**src/rtl/multicycle_ctrl.sv**
```systemverilog
// Multi-cycle RV32I control FSM: sequences fetch/decode/execute/memory/writeback
// and counts retired instructions. Define MCTRL_ILLEGAL_TRAP_EN to trap illegal opcodes.
module multicycle_ctrl #(
  parameter int RESET_STATE_FETCH = 1
) (
  input  logic        clk,
  input  logic        rst,
  input  logic [6:0]  opcode,
  input  logic        br_taken,
  input  logic        mem_ready,
  output logic        mem_req,
  output logic        mem_we,
  output logic        mem_addr_sel,
  output logic        ir_we,
  output logic        pc_we,
  output logic [1:0]  pc_src,
  output logic [1:0]  alu_a_sel,
  output logic        alu_b_sel,
  output logic        reg_we,
  output logic [1:0]  wb_sel,
  output logic [2:0]  state,
  output logic [31:0] instret,
  output logic        trap
);

  if (RESET_STATE_FETCH != 1) begin : g_bad_reset_state
    $error("multicycle_ctrl: only RESET_STATE_FETCH=1 is supported");
  end

  typedef enum logic [2:0] {
    FETCH  = 3'd0,
    DECODE = 3'd1,
    EXEC   = 3'd2,
    MEM    = 3'd3,
    WB     = 3'd4,
    TRAP   = 3'd5
  } state_t;

  localparam logic [6:0] OP_R      = 7'b0110011;
  localparam logic [6:0] OP_IMM    = 7'b0010011;
  localparam logic [6:0] OP_LOAD   = 7'b0000011;
  localparam logic [6:0] OP_STORE  = 7'b0100011;
  localparam logic [6:0] OP_BRANCH = 7'b1100011;
  localparam logic [6:0] OP_LUI    = 7'b0110111;
  localparam logic [6:0] OP_AUIPC  = 7'b0010111;
  localparam logic [6:0] OP_JAL    = 7'b1101111;
  localparam logic [6:0] OP_JALR   = 7'b1100111;

  state_t      state_q, state_d;
  logic [31:0] instret_q;
  logic        legal;
  logic [1:0]  alu_a_op;
  logic        alu_b_op;

  // ALU operand selects by opcode; shared by EXEC and MEM so the address holds during a wait
  always_comb begin
    legal    = 1'b1;
    alu_a_op = 2'b00;
    alu_b_op = 1'b0;
    unique case (opcode)
      OP_R, OP_BRANCH, OP_JAL: ;
      OP_IMM, OP_LOAD, OP_STORE, OP_JALR: alu_b_op = 1'b1;
      OP_LUI: begin
        alu_a_op = 2'b10;
        alu_b_op = 1'b1;
      end
      OP_AUIPC: begin
        alu_a_op = 2'b01;
        alu_b_op = 1'b1;
      end
      default: legal = 1'b0;
    endcase
  end

  always_ff @(posedge clk) begin
    if (rst) begin
      state_q <= FETCH;
    end else begin
      state_q <= state_d;
    end
  end

  always_comb begin
    state_d      = state_q;
    mem_req      = 1'b0;
    mem_we       = 1'b0;
    mem_addr_sel = 1'b0;
    ir_we        = 1'b0;
    pc_we        = 1'b0;
    pc_src       = 2'b00;
    alu_a_sel    = 2'b00;
    alu_b_sel    = 1'b0;
    reg_we       = 1'b0;
    wb_sel       = 2'b00;
    unique case (state_q)
      FETCH: begin
        mem_req = 1'b1;
        if (mem_ready) begin
          ir_we   = 1'b1;
          state_d = DECODE;
        end
      end
      DECODE: begin
`ifdef MCTRL_ILLEGAL_TRAP_EN
        state_d = legal ? EXEC : TRAP;
`else
        state_d = EXEC;
`endif
      end
      EXEC: begin
        alu_a_sel = alu_a_op;
        alu_b_sel = alu_b_op;
        unique case (opcode)
          OP_LOAD, OP_STORE: state_d = MEM;
          OP_BRANCH: begin
            pc_we   = 1'b1;
            pc_src  = br_taken ? 2'b01 : 2'b00;
            state_d = FETCH;
          end
          OP_JAL: begin
            reg_we  = 1'b1;
            wb_sel  = 2'b10;
            pc_we   = 1'b1;
            pc_src  = 2'b01;
            state_d = FETCH;
          end
          OP_JALR: begin
            reg_we  = 1'b1;
            wb_sel  = 2'b10;
            pc_we   = 1'b1;
            pc_src  = 2'b10;
            state_d = FETCH;
          end
          default: state_d = WB;
        endcase
      end
      MEM: begin
        alu_a_sel    = alu_a_op;
        alu_b_sel    = alu_b_op;
        mem_req      = 1'b1;
        mem_addr_sel = 1'b1;
        mem_we       = (opcode == OP_STORE);
        if (mem_ready) begin
          if (opcode == OP_STORE) begin
            pc_we   = 1'b1;
            state_d = FETCH;
          end else begin
            state_d = WB;
          end
        end
      end
      WB: begin
        reg_we  = legal;
        wb_sel  = (opcode == OP_LOAD) ? 2'b01 : 2'b00;
        pc_we   = 1'b1;
        state_d = FETCH;
      end
      TRAP: state_d = TRAP;
      default: state_d = FETCH;
    endcase
    // Reset wins over the registered state, which only clears on the coming edge
    if (rst) begin
      mem_req      = 1'b0;
      mem_we       = 1'b0;
      mem_addr_sel = 1'b0;
      ir_we        = 1'b0;
      pc_we        = 1'b0;
      pc_src       = 2'b00;
      alu_a_sel    = 2'b00;
      alu_b_sel    = 1'b0;
      reg_we       = 1'b0;
      wb_sel       = 2'b00;
    end
  end

  always_ff @(posedge clk) begin
    if (rst) begin
      instret_q <= '0;
    end else if (pc_we) begin
      instret_q <= instret_q + 32'd1;
    end
  end

  assign state   = state_q;
  assign instret = instret_q;

`ifdef MCTRL_ILLEGAL_TRAP_EN
  assign trap = (state_q == TRAP) && !rst;
`else
  assign trap = 1'b0;
`endif

endmodule

```
**config.mk**
```make
export PLATFORM = sky130hd
export DESIGN_NAME = multicycle_ctrl
export DESIGN_NICKNAME = d
export VERILOG_FILES = /design/src/rtl/multicycle_ctrl.sv
export SDC_FILE = /design/constraint.sdc
export NUM_CORES = 1
export LEC_CHECK = 0
export BUFFER_PORTS_ARGS = -buffer_cell sky130_fd_sc_hd__buf_4
export CAP_MARGIN = 20
export CORE_MARGIN = 2
export CORE_UTILIZATION = 47
export CTS_CLUSTER_SIZE = 40
export DETAILED_ROUTE_END_ITERATION = 16
export PLACE_DENSITY = 0.76
export RECOVER_POWER = 25
export SLEW_MARGIN = 20
export SYNTH_ARGS = -nofsm -noshare
export SYNTH_HDL_FRONTEND = slang
export SYNTH_SLANG_ARGS = --single-unit
```
**constraint.sdc**
```tcl
create_clock -name clk -period 2.2 [get_ports clk]
set_input_delay 0.33 -clock clk [delete_from_list [all_inputs] [get_ports clk]]
set_output_delay 0.33 -clock clk [all_outputs]
set_load 0.005 [all_outputs]
```
**Yosys cells after proc, flatten, opt, wreduce, memory -nomap -nowiden**

Index checks and enable logic that the tools add are counted.

- Flip-flop bits (word level): 35
- Input port bits: 11
- Output and inout port bits: 49
- Logic and storage cells: 65

- Add/sub/neg operators: 1
- Eq/ne operators: 16
- Mux-type cells: 37
- Reduce and logical (&&, ||, !) cells: 9

Operator list:

| operator | number |
|---|---|
| $add 32x1->32 const B | 1 |
| $eq 7x6->1 const B | 3 |
| $eq 7x7->1 const B | 3 |
| $mux 1 | 21 |
| $pmux 3 s5 | 1 |
| $eq 7x5->1 const B | 2 |
| $mux 2 | 6 |
| $mux 3 | 3 |
| $reduce_or 9->1 | 1 |
| $pmux 2 s2 | 2 |
| $reduce_or 2->1 | 4 |
| $eq 7x2->1 const B | 1 |
| $eq 3x2->1 const B | 2 |
| $eq 3x3->1 const B | 2 |
| $pmux 2 s3 | 1 |
| $pmux 3 s2 | 1 |
| $reduce_or 6->1 | 1 |
| $ne 2x2->1 const B | 2 |
| $eq 3x1->1 const B | 1 |
| $logic_not 3->1 | 1 |
| $pmux 1 s3 | 1 |
| $reduce_or 3->1 | 1 |
| $pmux 1 s2 | 1 |
| $reduce_and 2->1 | 1 |

**Logic depth before layout (Yosys ltp)**

Gate-level depths: netlist of the first run.

- Depth after elaboration: 5
- Mapped depth: 9
- Depth with buffers taken out: 6

**Worst setup path after synthesis of the first run**

Ideal clock, no wire load.

- Path type: input -> output
- Start: in opcode[3]
- End: out pc_we
- Arrival: 1807 ps
- Data required time: 1870 ps
- Slack: 63 ps
- Stages: 8
- Path buffers: 4
- Path through: buf_2 -> or4b_4 -> nor3_2 -> a21oi_1 -> buf_6 -> buf_2 -> buf_2 -> nor2_1

- Cells in the longest elaborated chain, start to end: 5
- Elaborated cells between the ends (all ways): 10
- Those cells by class: eq/ne: 4; mux: 5; reduce/logical: 1

Ends and longest elaborated chain:

| item | line | text |
|---|---|---|
| from (decl) | 8 | `input logic [6:0] opcode,` |
| $eq 7x7->1 / $eq 7x6->1 (equally long branches) | 113, 144 |  |
| $reduce_or 3->1 (no source line) / $mux 1 (equally long branches) | n/a |  |
| $mux 1 (on tied branches) | 113, 143 |  |
| $pmux 1 s3 (*) | 95 | `unique case (state_q)` |
| $mux 1 (*) | 162 | `if (rst) begin` |
| to (decl) | 15 | `output logic pc_we,` |

Every way passes the cells marked *; elsewhere a longest branch is shown, timed or not.

**Final worst setup path of the first run**

- Start: in opcode[2]
- End: out pc_we

The elaborated chain is that of the path after synthesis.

==> metrics.yaml, run 1 <==
sta:
  min_period_over_period_pct: 95.7
  max_slew_margin_pct: 65.9
  fin_setup_tns_ns: 0
  rsz0062_at_grt: "false"
  finalMaxSlewViolations: 0
  final.setup.worst_slack_ns: 0.0947
  finalSetupViolCount: 0
  finalHoldViolCount: 0
  finalClockSkew_ns: 0.00749
  worstMarginPinSlew_ns: 0.511
  max_freq_mhz: 475
  min_period_ns: 2.11
synth:
  synthMuxAreaShare_pct: 0.964
  synth-async-reset-ratio_pct: 0
  synth-simple-area-share_pct: 35.0
  netlist_top_cells_area: "dfxtp_1, a21oi_1, or3_1, o31ai_1, or4_1"
  avgSynthCellArea_sq_um: 7.75
  yosysWarnings: 0
  synth_top_area_share_pct: 33.8
  synth_edf_count: 0
  synth_flop_cell: "dfxtp_1"
  synth_top_family_by_area: "simple AND/OR/NAND/NOR gates"
  syn_area_sq_mm: 0.00208
  synth-seq-cells: 35
  synth_compound_area_share_pct: 22.4
  syn-instance-count: 268
  yosys.cell_types.count: 43
  synth_adder_area_share_pct: 1.08
  seq_area_frac_synth_pct: 33.8
  synth_top_cell_by_area: "dfxtp_1"
  synthXorXnorAreaFrac_pct: 0.844
  syn-num-nets: 280
routing:
  vias: 2332
  post_drt_wl_per_cell_um: 14.4
  ant_nets: 0
  drt_pass1_iterations: 4
  wirelength_um: 5690
  drt-vias-per-instance: 5.90
  drtIter0Drc: 189
  drc: 0
clocking:
  root_buffer: "clkbuf_8"
  hold_buffers: 0
  post_cts_buffers: 0
  cts_max_path_buffers: 2
  clkLatencyLatePin_ns: 0.29
  h-tree-depth: 2
  cts.clk_slew.worst_paths_ns: 0.07
  numCtsBuffers: 5
  cts_sinks: 35
  cts_tree: "yes"
die:
  core_area_sq_mm: 0.00429
  rows: 24
  floorplan.initialDensity_pct: 48.3
  ios: 60
  die_area_sq_mm: 0.00496
  die_x_um: 70.5
  die_h_um: 70.5
pwr:
  p_per_area_mw_per_mm2: 487
  total_power_w: 0.00138
  peakVddDrop_mv: 0.310
  leakagePower_nw: 1.07
grt:
  grt_antenna_before_repair: 0
  grt_use_met2_pct: 41.8
  grt_max_degree: 36
  grt_util_met3_pct: 2.89
  grt_pass1_wl_um: 9410
  grt_busiest_layer: "met2"
  grt_usage_pct: 23.0
  grt_use_met1_pct: 27.1
  gr-total-overflow: 0
  grt_pass1_vias: 2144
job:
  cap_violations: 0
finish:
  area_growth_pct: 36.2
  utilization_pct: 65.9
  nNetsFinal: 354
  n_antenna_cell: 0
  drive_above_1_share_pct: 29.7
  instances_no_fill: 395
hold_path:
  min_path_type: "in2reg"
placed_design:
  place_hpwl_um: 4070
  dp.cells: 386
  dp_worst_setup_slack_ns: -0.123
  io_buffers: 58
  gp_congestion: 0.793
worst_setup_path:
  crit_required_ns: 1.87
  cp.arrival_ns: 1.78
  worstPathMaxFanout: 13
  worstSetupPathType: "in2out"
  startpoint_type: "primary input"
  end_kind: "output port"
outcome:
  status: "finished clean"
repair_timing:
| action | CTS | global route |
|---|---|---|
| gates cloned | 0 | 1 |
| gates resized for setup | 1 | 2 |
| endpoints found under the setup margin | 2 | 5 |
| pin swaps | 0 | 1 |
final timing paths:
path	slack (ns)	to	start	cells past startpoint
worst min register to register	0.48	instret[31]$_SDFFE_PP0P_	instret[31]$_SDFFE_PP0P_	2
worst max-delay path	0.09	pc_we	opcode[2]	6
worst max register to register	0.25	instret[23]$_SDFFE_PP0P_	state[2]$_SDFFE_PP0P_	6
worst min-delay path	0.32	state[1]$_SDFFE_PP0P_	rst	4
cell usage after synthesis (3+ instances only):
library cell and number:
a21oi_1 39, and3_1 6, and4_1 5, buf_2 3
buf_6 3, clkbuf_1 10, dfxtp_1 35, inv_1 6
nand2_1 18, nand2b_1 3, nand3_1 13, nand4_1 11
nor2_1 15, nor4_1 3, o21ai_0 16, o21ai_1 7
o31ai_1 12, or3_1 19, or4_1 12
flip-flops by register name (all words and copies together) (netlist names):
register	cells
state	3
instret	32
cell type report:
type | count | area (sq um)
clock buffers | 6 | 82.6
multi-input cells | 210 | 1280
clock inverters | 2 | 35.0
fillers | 389 | 1470
well taps | 52 | 65.1
repair buffers | 84 | 639
flip-flops and latches | 35 | 701
inverters | 6 | 22.5
power breakdown:
part	total (W)	leakage (nW)	switching, W	internal (W)
logic	0.000132	0.723	0.0000722	0.0000603
registers	0.000640	0.282	0.00000324	0.000637
clock network	0.000606	0.0612	0.000240	0.000367
per-layer routing:
layer | vias up | share of wire (%) | wire [um]
met4 | 0 | 1.2 | 68
met5 | - | 0 | 0
met2 | 66 | 51 | 2910
met1 | 1106 | 43 | 2460
met3 | 6 | 4.3 | 246
li1 | 1154 | - | -
worst max-delay path, stage by stage:
cell and delay, ns:
buf_4 0.13, or4b_4 0.56, nor3_2 0.34, a21oi_4 0.14, nor2_1 0.15, buf_4 0.12
through the flow:
stage          hold WS, ns  cell area, sq um
3_5_place_dp         0.481              2690
3_3_place_gp         0.474              2690
4_1_cts              0.352              2820
5_1_grt              0.349              2830
2_1_floorplan        0.468              2080
6_report             0.321              2830
layout by cell type (no fill, tap or decap), types with 2 or more instances in the layout:
master | netlist | final
buf_4 | 1 | 63
a21oi_1 | 39 | 38
dfxtp_1 | 35 | 35
or3_1 | 19 | 19
clkbuf_4 | 0 | 19
nand2_1 | 18 | 18
o21ai_0 | 16 | 16
nor2_1 | 15 | 14
nand3_1 | 13 | 13
o31ai_1 | 12 | 12
or4_1 | 12 | 12
nand4_1 | 11 | 11
o21ai_1 | 7 | 7
inv_1 | 6 | 6
and3_1 | 6 | 6
clkbuf_8 | 0 | 6
and4_1 | 5 | 5
nand2b_1 | 3 | 3
nor4_1 | 3 | 3
nor2b_1 | 2 | 2
nand3b_1 | 2 | 2
nor3_2 | 1 | 2
nor4b_1 | 2 | 2
or2_2 | 2 | 2
a21oi_2 | 1 | 2
and2_1 | 2 | 2
xor2_1 | 2 | 2
mux2i_1 | 2 | 2
cell families (layout without fill, tap and decap cells):
kind of cell             Yosys count  in the layout
AND/OR/NAND/NOR                  122            122
flip-flops                        35             35
buffers and inverters             24             98
AO/OA/AOI/OAI                     80             81
other                              1              1
XOR/XNOR                           2              2
multiplexers                       2              2
adder cells (fa/ha/maj)            2              2
Power figures use the tool's default switching activity.
==> run 2, diff against run 1 <==
--- a/config.mk
+++ b/config.mk
@@ -13,6 +13,7 @@
 export DETAILED_ROUTE_END_ITERATION = 16
 export PLACE_DENSITY = 0.76
 export RECOVER_POWER = 25
+export REMOVE_ABC_BUFFERS = 1
 export SLEW_MARGIN = 20
 export SYNTH_ARGS = -nofsm -noshare
 export SYNTH_HDL_FRONTEND = slang
==> run 2 against run 1 <==
Sequential share of layout area rose by 0.20 points. Utilization is 0.52 points lower. Critical path depth is 1 lower. Via count is 1.1% lower. Worst hold slack gained 0.031 ns. Die area is the same. Total power shrank 2.5%. Clock-buffer cell count is 1 lower. Combinational power down 4%. Sequential cell count is the same. Register-to-register slack worse by 0.03 ns. First-iteration DRC count shrank 47%. Largest power group unchanged.
==> metrics.yaml, run 2 (same netlist as run 1, synthesis figures left out) <==
sta:
  min_period_over_period_pct: 91.5
  min_period_ns: 2.01
  finalClockSkew_ns: 0.00900
  final.setup.worst_slack_ns: 0.187
  finalHoldViolCount: 0
  rsz0062_at_grt: "false"
  timing.hold.ws_ns: 0.351
  max_freq_mhz: 497
  finalMaxSlewViolations: 0
  finalSetupViolCount: 0
worst_setup_path:
  reg2reg_from: "state[2]$_SDFFE_PP0P_"
  end_kind: "output port"
  worst_path_most_repeated_cell: "buf_4"
  worstPathCellList: "buf_4, or3_1, nor3_1, a41o_1, buf_4"
  cp_slowest_cell: "or3_1"
  worstSetupPathType: "reg2out"
  cp_num_buf_inv: 2
  cpLargestDelayFamily: "simple AND/OR/NAND/NOR gates"
  startpoint_type: "register"
  ff2ff_path_depth: 7
  worstPathMaxFanout: 8
  slowest_delay_ns: 0.42
  cp.arrival_ns: 1.68
  r2r_setup_slack_ns: 0.22
  r2r_end: "instret[14]$_SDFFE_PP0P_"
  crit_required_ns: 1.87
grt:
  gr-total-overflow: 0
  grt_pass1_wl_um: 9740
  grt_antenna_before_repair: 0
  grt_max_degree: 20
  grt_usage_pct: 23.5
  grt_pass1_vias: 2101
hold_path:
  min_to: "state[1]$_SDFFE_PP0P_"
  hold_depth: 4
  min_path_type: "in2reg"
  min_from: "rst"
clocking:
  cts_max_path_buffers: 2
  h-tree-depth: 2
  cts.clk_slew.worst_paths_ns: 0.07
  cts_sinks: 35
  cts_tree: "yes"
  numCtsBuffers: 5
  root_buffer: "clkbuf_8"
  clkLatencyLatePin_ns: 0.29
finish:
  area_growth_pct: 35.1
  final_common_cell: "buf_4"
  instances_no_fill: 393
  drive_above_1_share_pct: 29.3
  nNetsFinal: 352
  n_antenna_cell: 0
  design_area_sq_mm: 0.00281
  final_cell_mix: "buf_4, a21oi_1, dfxtp_1"
  largest_reg_flops: 32
  utilization_pct: 65.3
placed_design:
  io_buffers: 58
  place_hpwl_um: 4120
  dp.cells: 383
  placed_area_sq_mm: 0.00266
  dp_worst_setup_slack_ns: -0.0252
  gp_congestion: 0.898
pwr:
  clockPowerShare_pct: 42.9
  leakagePower_nw: 1.06
  p_per_area_mw_per_mm2: 479
  p_comb_share_pct: 9.4
  power.switching_w: 0.000313
  peakVddDrop_mv: 0.302
  swShare_pct: 23.3
  pwr-share-seq_pct: 47.7
  p_int_w: 0.00103
die:
  die_h_um: 70.5
  floorplan.initialDensity_pct: 48.3
  ios: 60
  core_area_sq_mm: 0.00429
  rows: 24
  die_x_um: 70.5
  die_area_sq_mm: 0.00496
routing:
  drt-vias-per-instance: 5.87
  vias: 2307
  post_drt_wl_per_cell_um: 14.2
  ant_nets: 0
  wirelength_um: 5580
  drtIter0Drc: 101
  drc: 0
  drt_pass1_iterations: 4
job:
  cap_violations: 0
outcome:
  status: "finished clean"
## run 2: power by group through the flow
stage | logic, W | registers [W] | clock network [W]
after global routing | 0.000139 | 0.000641 | 0.000619
final | 0.000127 | 0.000640 | 0.000576
after global placement | 0.000119 | 0.000655 | 0
after floorplan | 0.0000411 | 0.000660 | 0
after detailed placement | 0.000122 | 0.000655 | 0
after CTS | 0.000123 | 0.000640 | 0.000586
## run 2: final cells by class
type	instances	area (sq um)
clock buffers	5	68.8
clock inverters	3	43.8
fillers	394	1490
inverters	6	22.5
multi-input cells	209	1270
flip-flops and latches	35	701
well taps	52	65.1
repair buffers	83	636
## run 2: worst max-delay path by stage
stage / from / to / slack (ns) / cells past startpoint
final: state[0]$_SDFFE_PP0P_ / reg_we / 0.19 / 5
after global placement: opcode[2] / instret[27]$_SDFFE_PP0P_ / 0.03 / 6
after detailed placement: opcode[2] / instret[14]$_SDFFE_PP0P_ / -0.03 / 7
after floorplan: state[1]$_SDFFE_PP0P_ / instret[10]$_SDFFE_PP0P_ / -0.64 / 5
after global routing: state[2]$_SDFFE_PP0P_ / alu_a_sel[1] / 0.02 / 6
after CTS: state[2]$_SDFFE_PP0P_ / pc_we / 0.08 / 5
## run 2: worst reg2reg max path, stage by stage, from the launching register on
cell and delay, ns:
dfxtp_1 0.38, nand2b_1 0.25, o31ai_4 0.32, a21oi_4 0.12
buf_12 0.16, buf_4 0.18, or3_1 0.36, a21oi_1 0.15
## run 2: per-stage QoR
| step | setup TNS (ns) | total power (W) |
|---|---|---|
| after CTS | 0 | 0.00135 |
| after global routing | 0 | 0.00140 |
| after global placement | 0 | 0.000774 |
| final | 0 | 0.00134 |
| after detailed placement | -0.0486 | 0.000777 |
| after floorplan | -15.62 | 0.000701 |
## run 2: what timing repair did
| action | CTS | global route |
|---|---|---|
| endpoints found under the setup margin | 1 | 4 |
| resized for setup | 1 | 1 |
| buffers inserted | 0 | 2 |
| pin swaps | 0 | 1 |
| hold buffers | 0 | 0 |
## run 2: metal layers
layer | track usage, % | vias up | wire length, um
met5 | 0 | - | 0
met4 | 6.84 | 0 | 63
met3 | 4.18 | 6 | 305
met2 | 39.8 | 85 | 2700
met1 | 30.4 | 1065 | 2510
li1 | - | 1151 | -
